--- config.mk ---
export PLATFORM = sky130hd
export DESIGN_NAME = atm_bank_responder
export DESIGN_NICKNAME = d
export VERILOG_FILES = /design/src/rtl/atm_bank_responder.sv
export SDC_FILE = /design/constraint.sdc
export NUM_CORES = 1
export LEC_CHECK = 0
export ABC_AREA = 0
export CELL_PAD_IN_SITES_DETAIL_PLACEMENT = 0
export CELL_PAD_IN_SITES_GLOBAL_PLACEMENT = 1
export CORE_AREA = 3 3 133 83
export CTS_BUF_LIST = sky130_fd_sc_hd__clkbuf_4 sky130_fd_sc_hd__clkbuf_8
export CTS_CLUSTER_SIZE = 16
export DETAILED_ROUTE_END_ITERATION = 10
export DIE_AREA = 0 0 136 86
export DONT_BUFFER_PORTS = 1
export GPL_ROUTABILITY_DRIVEN = 0
export PLACE_DENSITY_LB_ADDON = 0.1
export SYNTH_ARGS = -nofsm -noshare
export SYNTH_HDL_FRONTEND = slang
export SYNTH_SLANG_ARGS = --single-unit
export TNS_END_PERCENT = 50
--- constraint.sdc ---
create_clock -name clk -period 7.7 [get_ports clk]
set_input_delay 1.155 -clock clk [delete_from_list [all_inputs] [get_ports clk]]
set_output_delay 1.155 -clock clk [all_outputs]
set_load 0.05 [all_outputs]
--- src/rtl/atm_bank_responder.sv ---
// Bank-side account server: PIN check, lockout, one login session, deposit/withdraw/balance.
// Optional CHANGE_PIN op (101) is built only when ATM_PIN_CHANGE_EN is defined.
module atm_bank_responder #(
    parameter int NUM_ACCTS    = 4,
    parameter int ACCT_W       = 2,
    parameter int BAL_W        = 8,
    parameter int AMT_W        = 6,
    parameter int PIN_W        = 4,
    parameter int MAX_TRIES    = 3,
    parameter int INIT_BALANCE = 30,
    parameter logic [PIN_W-1:0] DEFAULT_PIN = 4'b1111
) (
    input  logic                 clk,
    input  logic                 rst,
    input  logic                 req_valid,
    output logic                 req_ready,
    input  logic [2:0]           req_op,
    input  logic [ACCT_W-1:0]    req_acct,
    input  logic [PIN_W-1:0]     req_pin,
    input  logic [AMT_W-1:0]     req_amount,
    output logic                 rsp_valid,
    input  logic                 rsp_ready,
    output logic [2:0]           rsp_status,
    output logic [BAL_W-1:0]     rsp_balance,
    output logic [NUM_ACCTS-1:0] acct_locked,
    output logic                 session_active,
    output logic [ACCT_W-1:0]    session_acct
);
    typedef enum logic [1:0] {S_IDLE, S_CHECK, S_EXEC, S_RESP} state_t;

    localparam logic [2:0] OP_VERIFY = 3'd0, OP_DEPOSIT = 3'd1, OP_WITHDRAW = 3'd2,
                           OP_BALANCE = 3'd3, OP_LOGOUT = 3'd4, OP_CHPIN = 3'd5;
    localparam logic [2:0] ST_OK = 3'd0, ST_BAD_PIN = 3'd1, ST_LOCKED = 3'd2, ST_NO_SESS = 3'd3,
                           ST_INSUFF = 3'd4, ST_OVF = 3'd5, ST_BAD_OP = 3'd6;
    localparam logic [1:0]       MAX_T    = 2'(MAX_TRIES);
    localparam logic [BAL_W-1:0] INIT_BAL = BAL_W'(INIT_BALANCE);

    state_t             state;
    logic [2:0]         l_op;
    logic [ACCT_W-1:0]  l_acct;
    logic [PIN_W-1:0]   l_pin;
    logic [AMT_W-1:0]   l_amount;
    logic [BAL_W-1:0]   bal   [NUM_ACCTS];
    logic [1:0]         tries [NUM_ACCTS];
`ifdef ATM_PIN_CHANGE_EN
    logic [PIN_W-1:0]   pins  [NUM_ACCTS];
    logic               c_wr_pin, p_wr_pin;
`endif

    logic [BAL_W-1:0]   cur_bal, amt_ext, c_bal, p_bal;
    logic [BAL_W:0]     sum;
    logic [PIN_W-1:0]   cur_pin;
    logic [1:0]         c_tries, p_tries;
    logic [2:0]         c_status, p_status;
    logic               sess_ok;
    logic               c_wr_bal, c_wr_tries, c_lock, c_open, c_close;
    logic               p_wr_bal, p_wr_tries, p_lock, p_open, p_close;

    always_comb begin
        cur_bal = bal[l_acct];
        amt_ext = BAL_W'(l_amount);
        sum     = {1'b0, cur_bal} + {1'b0, amt_ext};
        sess_ok = session_active && (session_acct == l_acct);
`ifdef ATM_PIN_CHANGE_EN
        cur_pin  = pins[l_acct];
        c_wr_pin = 1'b0;
`else
        cur_pin  = DEFAULT_PIN;
`endif
        c_status   = ST_BAD_OP;
        c_bal      = cur_bal;
        c_tries    = tries[l_acct];
        c_wr_bal   = 1'b0;
        c_wr_tries = 1'b0;
        c_lock     = 1'b0;
        c_open     = 1'b0;
        c_close    = 1'b0;
        case (l_op)
            OP_VERIFY: begin
                if (acct_locked[l_acct]) begin
                    c_status = ST_LOCKED;
                end else if (l_pin == cur_pin) begin
                    c_status   = ST_OK;
                    c_tries    = 2'd0;
                    c_wr_tries = 1'b1;
                    c_open     = 1'b1;
                end else begin
                    // A wrong PIN on any account ends whatever session is open.
                    c_tries    = tries[l_acct] + 2'd1;
                    c_wr_tries = 1'b1;
                    c_close    = 1'b1;
                    c_lock     = (c_tries >= MAX_T);
                    c_status   = c_lock ? ST_LOCKED : ST_BAD_PIN;
                end
            end
            OP_DEPOSIT: begin
                if (!sess_ok)          c_status = ST_NO_SESS;
                else if (sum[BAL_W])   c_status = ST_OVF;
                else begin
                    c_status = ST_OK;
                    c_bal    = sum[BAL_W-1:0];
                    c_wr_bal = 1'b1;
                end
            end
            OP_WITHDRAW: begin
                if (!sess_ok)               c_status = ST_NO_SESS;
                else if (amt_ext > cur_bal) c_status = ST_INSUFF;
                else begin
                    c_status = ST_OK;
                    c_bal    = cur_bal - amt_ext;
                    c_wr_bal = 1'b1;
                end
            end
            OP_BALANCE: c_status = sess_ok ? ST_OK : ST_NO_SESS;
            OP_LOGOUT: begin
                c_status = ST_OK;
                c_close  = 1'b1;
            end
`ifdef ATM_PIN_CHANGE_EN
            OP_CHPIN: begin
                if (!sess_ok) c_status = ST_NO_SESS;
                else begin
                    c_status   = ST_OK;
                    c_wr_pin   = 1'b1;
                    c_tries    = 2'd0;
                    c_wr_tries = 1'b1;
                end
            end
`endif
            default: c_status = ST_BAD_OP;
        endcase
    end

    always_ff @(posedge clk or posedge rst) begin
        if (rst) begin
            state          <= S_IDLE;
            req_ready      <= 1'b1;
            rsp_valid      <= 1'b0;
            rsp_status     <= 3'd0;
            rsp_balance    <= '0;
            acct_locked    <= '0;
            session_active <= 1'b0;
            session_acct   <= '0;
            l_op <= '0; l_acct <= '0; l_pin <= '0; l_amount <= '0;
            p_status <= '0; p_bal <= '0; p_tries <= '0;
            p_wr_bal <= 1'b0; p_wr_tries <= 1'b0; p_lock <= 1'b0; p_open <= 1'b0; p_close <= 1'b0;
            for (int i = 0; i < NUM_ACCTS; i++) begin
                bal[i]   <= INIT_BAL;
                tries[i] <= 2'd0;
`ifdef ATM_PIN_CHANGE_EN
                pins[i]  <= DEFAULT_PIN;
`endif
            end
`ifdef ATM_PIN_CHANGE_EN
            p_wr_pin <= 1'b0;
`endif
        end else begin
            case (state)
                S_IDLE: if (req_valid) begin
                    l_op      <= req_op;
                    l_acct    <= req_acct;
                    l_pin     <= req_pin;
                    l_amount  <= req_amount;
                    req_ready <= 1'b0;
                    state     <= S_CHECK;
                end
                S_CHECK: begin
                    p_status <= c_status; p_bal <= c_bal; p_tries <= c_tries;
                    p_wr_bal <= c_wr_bal; p_wr_tries <= c_wr_tries;
                    p_lock <= c_lock; p_open <= c_open; p_close <= c_close;
`ifdef ATM_PIN_CHANGE_EN
                    p_wr_pin <= c_wr_pin;
`endif
                    state <= S_EXEC;
                end
                S_EXEC: begin
                    // Commit happens on the edge leaving EXEC, so a reset before it drops the op.
                    if (p_wr_bal)   bal[l_acct]   <= p_bal;
                    if (p_wr_tries) tries[l_acct] <= p_tries;
                    if (p_lock)     acct_locked[l_acct] <= 1'b1;
`ifdef ATM_PIN_CHANGE_EN
                    if (p_wr_pin)   pins[l_acct]  <= l_pin;
`endif
                    if (p_open) begin
                        session_active <= 1'b1;
                        session_acct   <= l_acct;
                    end else if (p_close) begin
                        session_active <= 1'b0;
                    end
                    rsp_status  <= p_status;
                    rsp_balance <= p_bal;
                    rsp_valid   <= 1'b1;
                    state       <= S_RESP;
                end
                S_RESP: if (rsp_ready) begin
                    rsp_valid <= 1'b0;
                    req_ready <= 1'b1;
                    state     <= S_IDLE;
                end
                default: state <= S_IDLE;
            endcase
        end
    end
endmodule

==> qor.yml, run 1 <==
arrival_ps: 3880
fin_crit_sh_pct: 46.6
ctsHtreeMaxLevel: 3
run_status: "finished clean"
synth_async_sr_flop_share_pct: 100
ctsResizeCount: 0
hp-class: "reg2reg"
fmax_mhz: 278
synth-seq-area-share_pct: 48.7
ctsLongestPathBuffers: 2
viasPerCell: 5.81
crit_slowest_cell: "dfrtp_1"
route.detailed.drc: 0
diodes: 0
peakVddDrop_mv: 0.195
cpPeakStageDelay_ps: 790
cts_buffers: 9
drive_gt1_share_pct: 29.1
p_leak_uw: 0.00229
grt_max_degree: 69
dr.pass1.iters: 5
syn-cell-area_um2: 4920
reg2reg_from: "l_acct[1]$_DFFE_PP0P_"
hold_slack_ps: 500
combinationalPowerShare_pct: 39.4
switching_share_pct: 42.7
final_nets: 445
crit_path_cell_trace: "mux4_1 > ha_1 > nor2_1 > a221oi_1 > a21oi_1 > nor2_1 > mux2_2 > o221ai_1"
die-area_um2: 11700
syn_area_per_cell_um2: 12.0
period_minus_slack_ps: 3590
yosysUniqueCellTypes: 50
p_switching_uw: 937
holdPathStages: 1
nFillCells: 875
clock_latency_ps: 380
syn_nets: 447
area_growth_pct: 6.79
wl_per_cell_um: 19.5
fin_total_pwr_uw: 2200
grt_pass1_vias: 3110
setup_violations: 0
core_area_um2: 9880
die_y_um: 86
r2r_cells: 8
seqPwrFrac_pct: 44.6
worst_setup_path_start_kind: "register"
clkTransAtPathRegs_ps: 100
min_to: "p_status[0]$_DFFE_PP0N_"
syn_inst: 409
grt_setup_unrepaired: "false"
yosysWarnings: 0
clock_sinks: 95
ys_ff_latch: 95
p_clk_share_pct: 16.0
row_count: 28
ios: 39
end_kind: "register"
grt-ovfl-total: 0
drt_iter0_drc: 206
synthFlopType: "dfrtp_1"
crit_top_cell: "nor2_1"
grt_pass1_wl_um: 17500
synth-edff-count: 0
tightest_slew_ps: 845
finalHoldViolCount: 0
cts_root_buffer: "clkbuf_8"
postCtsHoldBufs: 0
totalWireLength_um: 10700
crit_required_ps: 7990
cp-startpoint: "l_acct[1]$_DFFE_PP0P_"
critPathKind: "reg2reg"
ant_nets: 0
io_buffers: 0
rr_endpoint: "p_bal[1]$_DFFE_PP0N_"
post_cts_buffers: 0
internal_power_uw: 1260
path_max_fanout: 18
pwr_density_cell_nw_per_um2: 418
tns_ps: 0
drv_slew: 0
r2r_setup_slack_ps: 4110
die_w_um: 136
vias: 3177
antenna_found_initial: 0
cts_tree: "built"
post-dp-hpwl_um: 7670
gr-usage-all-layers_pct: 19.5
hold_path_startpoint: "p_status[0]$_DFFE_PP0N_"
slew_headroom_pct: 43.6
start_util_pct: 49.8
fin_skew_ps: 16.2
drv_cap: 0
kinds of logic after synthesis:
| family | synth area share [%] |
|---|---|
| DFF | 48.7 |
| xor gates and xnor gates | 1.25 |
| AOI/OAI and AO/OA | 9.05 |
| muxes | 22.9 |
| adders and majority gates | 5.14 |
| buffers and inverters | 3.20 |
| and+or+nand+nor | 9.69 |
worst max-delay path: cells and delay by family (launching register included):
family | cells | cell delay, ps
flops | 1 | 790
compound gates | 3 | 840
fa+ha+maj | 1 | 510
mux | 2 | 870
simple gates | 2 | 490
stage by stage:
stage / utilization (%) / setup slack, ps / cells / area [um2]
after floorplan: - / 4100 / 409 / 4920
after global placement: 51.1 / 4280 / 531 / 5050
after detailed placement: 51.1 / 4150 / 531 / 5050
after CTS: 53.2 / 4110 / 547 / 5260
after global routing: 53.2 / 3840 / 547 / 5260
final: 53.2 / 4110 / 547 / 5260
layout by cell type, fill, tap and decap left out, types with 3 or more instances in the layout:
cell type   n
inv_1      21
a21o_1      5
o21bai_1    3
dfstp_2    17
nand3_1     7
ha_1       17
mux4_1      5
clkbuf_8   10
xnor2_1     4
xor2_1      3
buf_4       4
o21ai_0     8
mux4_2      6
nand2_1    26
and2_1      3
mux2i_1     4
nand2b_1    4
o21a_1      5
or3_1       4
a31oi_1     5
inv_4       3
o221ai_1    4
o211ai_1    3
mux2_2     73
nor2_1     32
dfrtp_1    78
a21oi_1    21
nor3_1      4
layer usage:
metal | GRT usage [%] | up-vias | wire (um)
met5 | 0 | - | 0
met4 | 4.21 | 0 | 96
met3 | 5.98 | 10 | 736
met2 | 24.1 | 93 | 4050
met1 | 32.5 | 1598 | 5770
li1 | - | 1476 | -
worst max path at each step:
stage          depth (start not counted)  slack (ps)                          to
6_report                               8        4110        p_bal[1]$_DFFE_PP0N_
5_1_grt                                9        3840        p_bal[4]$_DFFE_PP0N_
4_1_cts                                8        4110        p_bal[1]$_DFFE_PP0N_
3_5_place_dp                           8        4150        p_bal[1]$_DFFE_PP0N_
3_3_place_gp                          10        4280        p_bal[1]$_DFFE_PP0N_
2_1_floorplan                          1        4100  acct_locked[0]$_DFFE_PP0P_
power groups by stage:
stage / Sequential (uW) / Clock (uW) / Combinational [uW]
2_1_floorplan: 897 / 0 / 722
3_3_place_gp: 987 / 0 / 856
3_5_place_dp: 990 / 0 / 857
4_1_cts: 979 / 359 / 868
5_1_grt: 1010 / 383 / 968
6_report: 980 / 350 / 865
state kept, by name, indices dropped and copies added (netlist names), 3 cells and up:
signal	count
acct_locked	4
l_amount	6
p_status	3
p_bal	8
bal	32
l_pin	4
rsp_balance	8
tries	8
l_op	3
rsp_status	3
Yosys cell counts, types with 2 or more instances:
master	number	area share, %
nand3_1	7	0.71
o211ai_1	3	0.46
and2_1	3	0.38
o21ai_0	8	0.81
clkbuf_1	11	0.84
xor2_1	3	0.53
nand2b_1	4	0.51
mux2_2	73	17
nor2_1	32	2.4
o221ai_1	4	0.71
o31ai_1	2	0.31
fa_1	2	0.81
or3_1	4	0.51
o31a_1	2	0.36
nand2_1	26	2.0
nor3b_1	2	0.31
mux4_2	6	2.7
nor4_1	2	0.25
o21bai_1	3	0.46
dfstp_2	17	9.1
xnor2_1	4	0.71
mux2i_1	4	0.81
a31oi_1	5	0.64
or4b_1	2	0.41
a21o_1	5	0.76
buf_2	3	0.31
a21oi_1	21	2.1
nor3_1	4	0.41
o21a_1	5	0.76
ha_1	17	4.3
inv_1	22	1.7
a221oi_1	2	0.36
buf_1	2	0.15
mux4_1	5	2.7
dfrtp_1	78	40
o22a_1	2	0.36
area by class of cell:
cell class | count | area, um2 | share of cell area [%]
Sequential cell | 95 | 2400 | 45.6
Timing Repair Buffer | 4 | 30.0 | 0.571
Inverter | 22 | 85.1 | 1.62
Tap cell | 135 | 169 | 3.21
Clock inverter | 5 | 62.6 | 1.19
Multi-Input combinational cell | 275 | 2360 | 45.0
Clock buffer | 11 | 145 | 2.76
No activity file was read; power rests on OpenSTA's default activity.
==> run 2: changes to the inputs <==
--- a/config.mk
+++ b/config.mk
@@ -8,11 +8,11 @@
 export ABC_AREA = 0
 export CELL_PAD_IN_SITES_DETAIL_PLACEMENT = 0
 export CELL_PAD_IN_SITES_GLOBAL_PLACEMENT = 1
-export CORE_AREA = 3 3 133 83
+export CORE_AREA = 3 3 135 85
 export CTS_BUF_LIST = sky130_fd_sc_hd__clkbuf_4 sky130_fd_sc_hd__clkbuf_8
 export CTS_CLUSTER_SIZE = 16
 export DETAILED_ROUTE_END_ITERATION = 10
-export DIE_AREA = 0 0 136 86
+export DIE_AREA = 0 0 138 88
 export DONT_BUFFER_PORTS = 1
 export GPL_ROUTABILITY_DRIVEN = 0
 export PLACE_DENSITY_LB_ADDON = 0.1
==> constraint.sdc (replaced) <==
create_clock -name clk -period 2.9 [get_ports clk]
set_input_delay 0.435 -clock clk [delete_from_list [all_inputs] [get_ports clk]]
set_output_delay 0.435 -clock clk [all_outputs]
set_load 0.05 [all_outputs]
==> qor.yml, run 2 (synthesized netlist as in run 1, its figures left out) <==
placed_area_um2: 5390  # was 5050 um2
regMostFlops: "bal"  # unchanged
ant_nets: 0  # unchanged
clock_latency_ps: 360  # was 380 ps
hold_path_startpoint: "rsp_ready"  # was p_status[0]$_DFFE_PP0N_
final_nets: 495  # was 445
nFillCells: 876  # was 875
setup_violations: 0  # unchanged
vias: 3364  # was 3177
reg2reg_from: "l_acct[0]$_DFFE_PP0P_"  # was l_acct[1]$_DFFE_PP0P_
final_cell_count_no_fill: 601  # was 547
totalWireLength_um: 11700  # was 10700 um
fin_total_pwr_uw: 6580  # was 2200 uW
wl_per_cell_um: 19.4  # was 19.5 um
finalHoldViolCount: 0  # unchanged
drv_slew: 0  # unchanged
io_buffers: 0  # unchanged
grt_setup_unrepaired: "true"  # was false
met3_length_um: 734  # was 736 um
slew_headroom_pct: 46.2  # was 43.6%
core_area_um2: 10400  # was 9880 um2
final_util_pct: 56.8  # was 53.2%
die_w_um: 138  # was 136 um
path_max_fanout: 5  # was 18
min_to: "rsp_valid$_DFFE_PP0P_"  # was p_status[0]$_DFFE_PP0N_
drv_cap: 0  # unchanged
cts_root_buffer: "clkbuf_8"  # unchanged
post-dp-hpwl_um: 8520  # was 7670 um
largest_reg_flops: 32  # unchanged
grt_pass1_vias: 3378  # was 3110
ctsLongestPathBuffers: 2  # unchanged
viasPerCell: 5.60  # was 5.81
row_count: 29  # was 28
grt-ovfl-total: 0  # unchanged
gr-usage-all-layers_pct: 20.1  # was 19.5%
fin_skew_ps: 8.99  # was 16.2 ps
route.detailed.drc: 0  # unchanged
start_util_pct: 47.4  # was 49.8%
grt_pass1_wl_um: 18900  # was 17500 um
tightest_slew_ps: 804  # was 845 ps
end_kind: "register"  # unchanged
wl_met2_um: 4840  # was 4050 um
holdPathStages: 1  # unchanged
drt_iter0_drc: 208  # was 206
critPathKind: "reg2reg"  # unchanged
period_minus_slack_ps: 2880  # was 3590 ps
crit_required_ps: 3140  # was 7990 ps
ctsHtreeMaxLevel: 3  # unchanged
arrival_ps: 3130  # was 3880 ps
diodes: 0  # unchanged
fin_crit_sh_pct: 99.4  # was 46.6%
drive_gt1_share_pct: 43.9  # was 29.1%
dp.cells: 575  # was 531
rr_endpoint: "p_bal[7]$_DFFE_PP0N_"  # was p_bal[1]$_DFFE_PP0N_
peakVddDrop_mv: 0.496  # was 0.195 mV
worst_setup_path_start_kind: "register"  # unchanged
area_growth_pct: 19.7  # was 6.79%
m1WireLength_um: 6050  # was 5770 um
die-area_um2: 12100  # was 11700 um2
r2r_cells: 9  # was 8
fin_area_um2: 5890  # was 5260 um2
r2r_setup_slack_ps: 20  # was 4110 ps
p_leak_uw: 0.00257  # was 0.00229 uW
dr.pass1.iters: 4  # was 5
die_y_um: 88  # was 86 um
grt_max_degree: 54  # was 69
run_status: "finished clean"  # unchanged
ios: 39  # unchanged
cts_buffers: 9  # unchanged
clkTransAtPathRegs_ps: 100  # about the same
mostFrequentLayoutCells: "77 x dfrtp_1, 70 x mux2_2, 46 x buf_4, 29 x nor2_1, 26 x nand2_1"  # was 78 x dfrtp_1, 73 x mux2_2, 32 x nor2_1, 26 x nand2_1
top_layer: "met4"  # unchanged
cts_tree: "built"  # unchanged
hp-class: "in2reg"  # was reg2reg
regArea_um2: 2400  # about the same
antenna_found_initial: 0  # unchanged
clock_sinks: 95  # unchanged
multi_input_area_um2: 2580  # was 2360 um2
pwr_density_cell_nw_per_um2: 1120  # was 418 nW/um2
final_common_cell: "dfrtp_1"  # unchanged
fmax_mhz: 347  # was 278 MHz
run 2: report_power, final:
group / switching, uW / internal [uW]
Clock: 487 / 444
Combinational: 1510 / 1580
Sequential: 757 / 1800
run 2: metal layers:
layer	GRT usage [%]	up-vias
met5	0	-
met4	5.29	0
met3	5.89	4
met2	28.4	60
met1	30.4	1728
li1	-	1572
run 2: area by class of cell:
| cell class | count | area share, % |
|---|---|---|
| multi-input combinational | 275 | 43.8 |
| sequential | 95 | 40.7 |
| timing repair buffer | 54 | 7.52 |
| tap | 139 | 2.95 |
| clock buffer | 11 | 2.46 |
| inverter | 22 | 1.49 |
| clock inverter | 5 | 1.08 |
run 2: worst max path at each step:
stage / start / end / slack, ps
after floorplan: rst / acct_locked[0]$_DFFE_PP0P_ / 20
after global placement: l_acct[0]$_DFFE_PP0P_ / p_bal[7]$_DFFE_PP0N_ / -80
after detailed placement: l_acct[0]$_DFFE_PP0P_ / p_bal[7]$_DFFE_PP0N_ / -140
after CTS: l_acct[0]$_DFFE_PP0P_ / p_bal[4]$_DFFE_PP0N_ / 2
after global routing: l_acct[0]$_DFFE_PP0P_ / p_bal[7]$_DFFE_PP0N_ / -90
final: l_acct[0]$_DFFE_PP0P_ / p_bal[7]$_DFFE_PP0N_ / 20
run 2: repair_timing:
action | in CTS | in global routing
resized for setup | 20 | 26
hold endpoints to repair | 22 | 0
setup endpoints to repair | 7 | 10
hold buffers | 1 | 0
gates cloned | 0 | 0
buffers inserted | 9 | 0
pin swaps | 11 | 12
run 2: worst max-delay path: stages, from the launching register on:
cell,delay [ps]
dfrtp_2,430
buf_6,110
mux4_2,560
ha_4,300
nand2b_1,90
a21oi_1,70
or4b_1,520
or4b_1,480
o211ai_1,110
a31oi_1,100
run 2: per-stage QoR:
| stage | setup slack, ps | setup TNS (ps) | hold slack [ps] |
|---|---|---|---|
| 2_1_floorplan | 16.1 | 0 | 446 |
| 3_3_place_gp | -84.2 | -117 | 387 |
| 3_5_place_dp | -143 | -610 | 402 |
| 4_1_cts | 1.86 | 0 | 123 |
| 5_1_grt | -92.9 | -429 | 122 |
| 6_report | 18.2 | 0 | 151 |
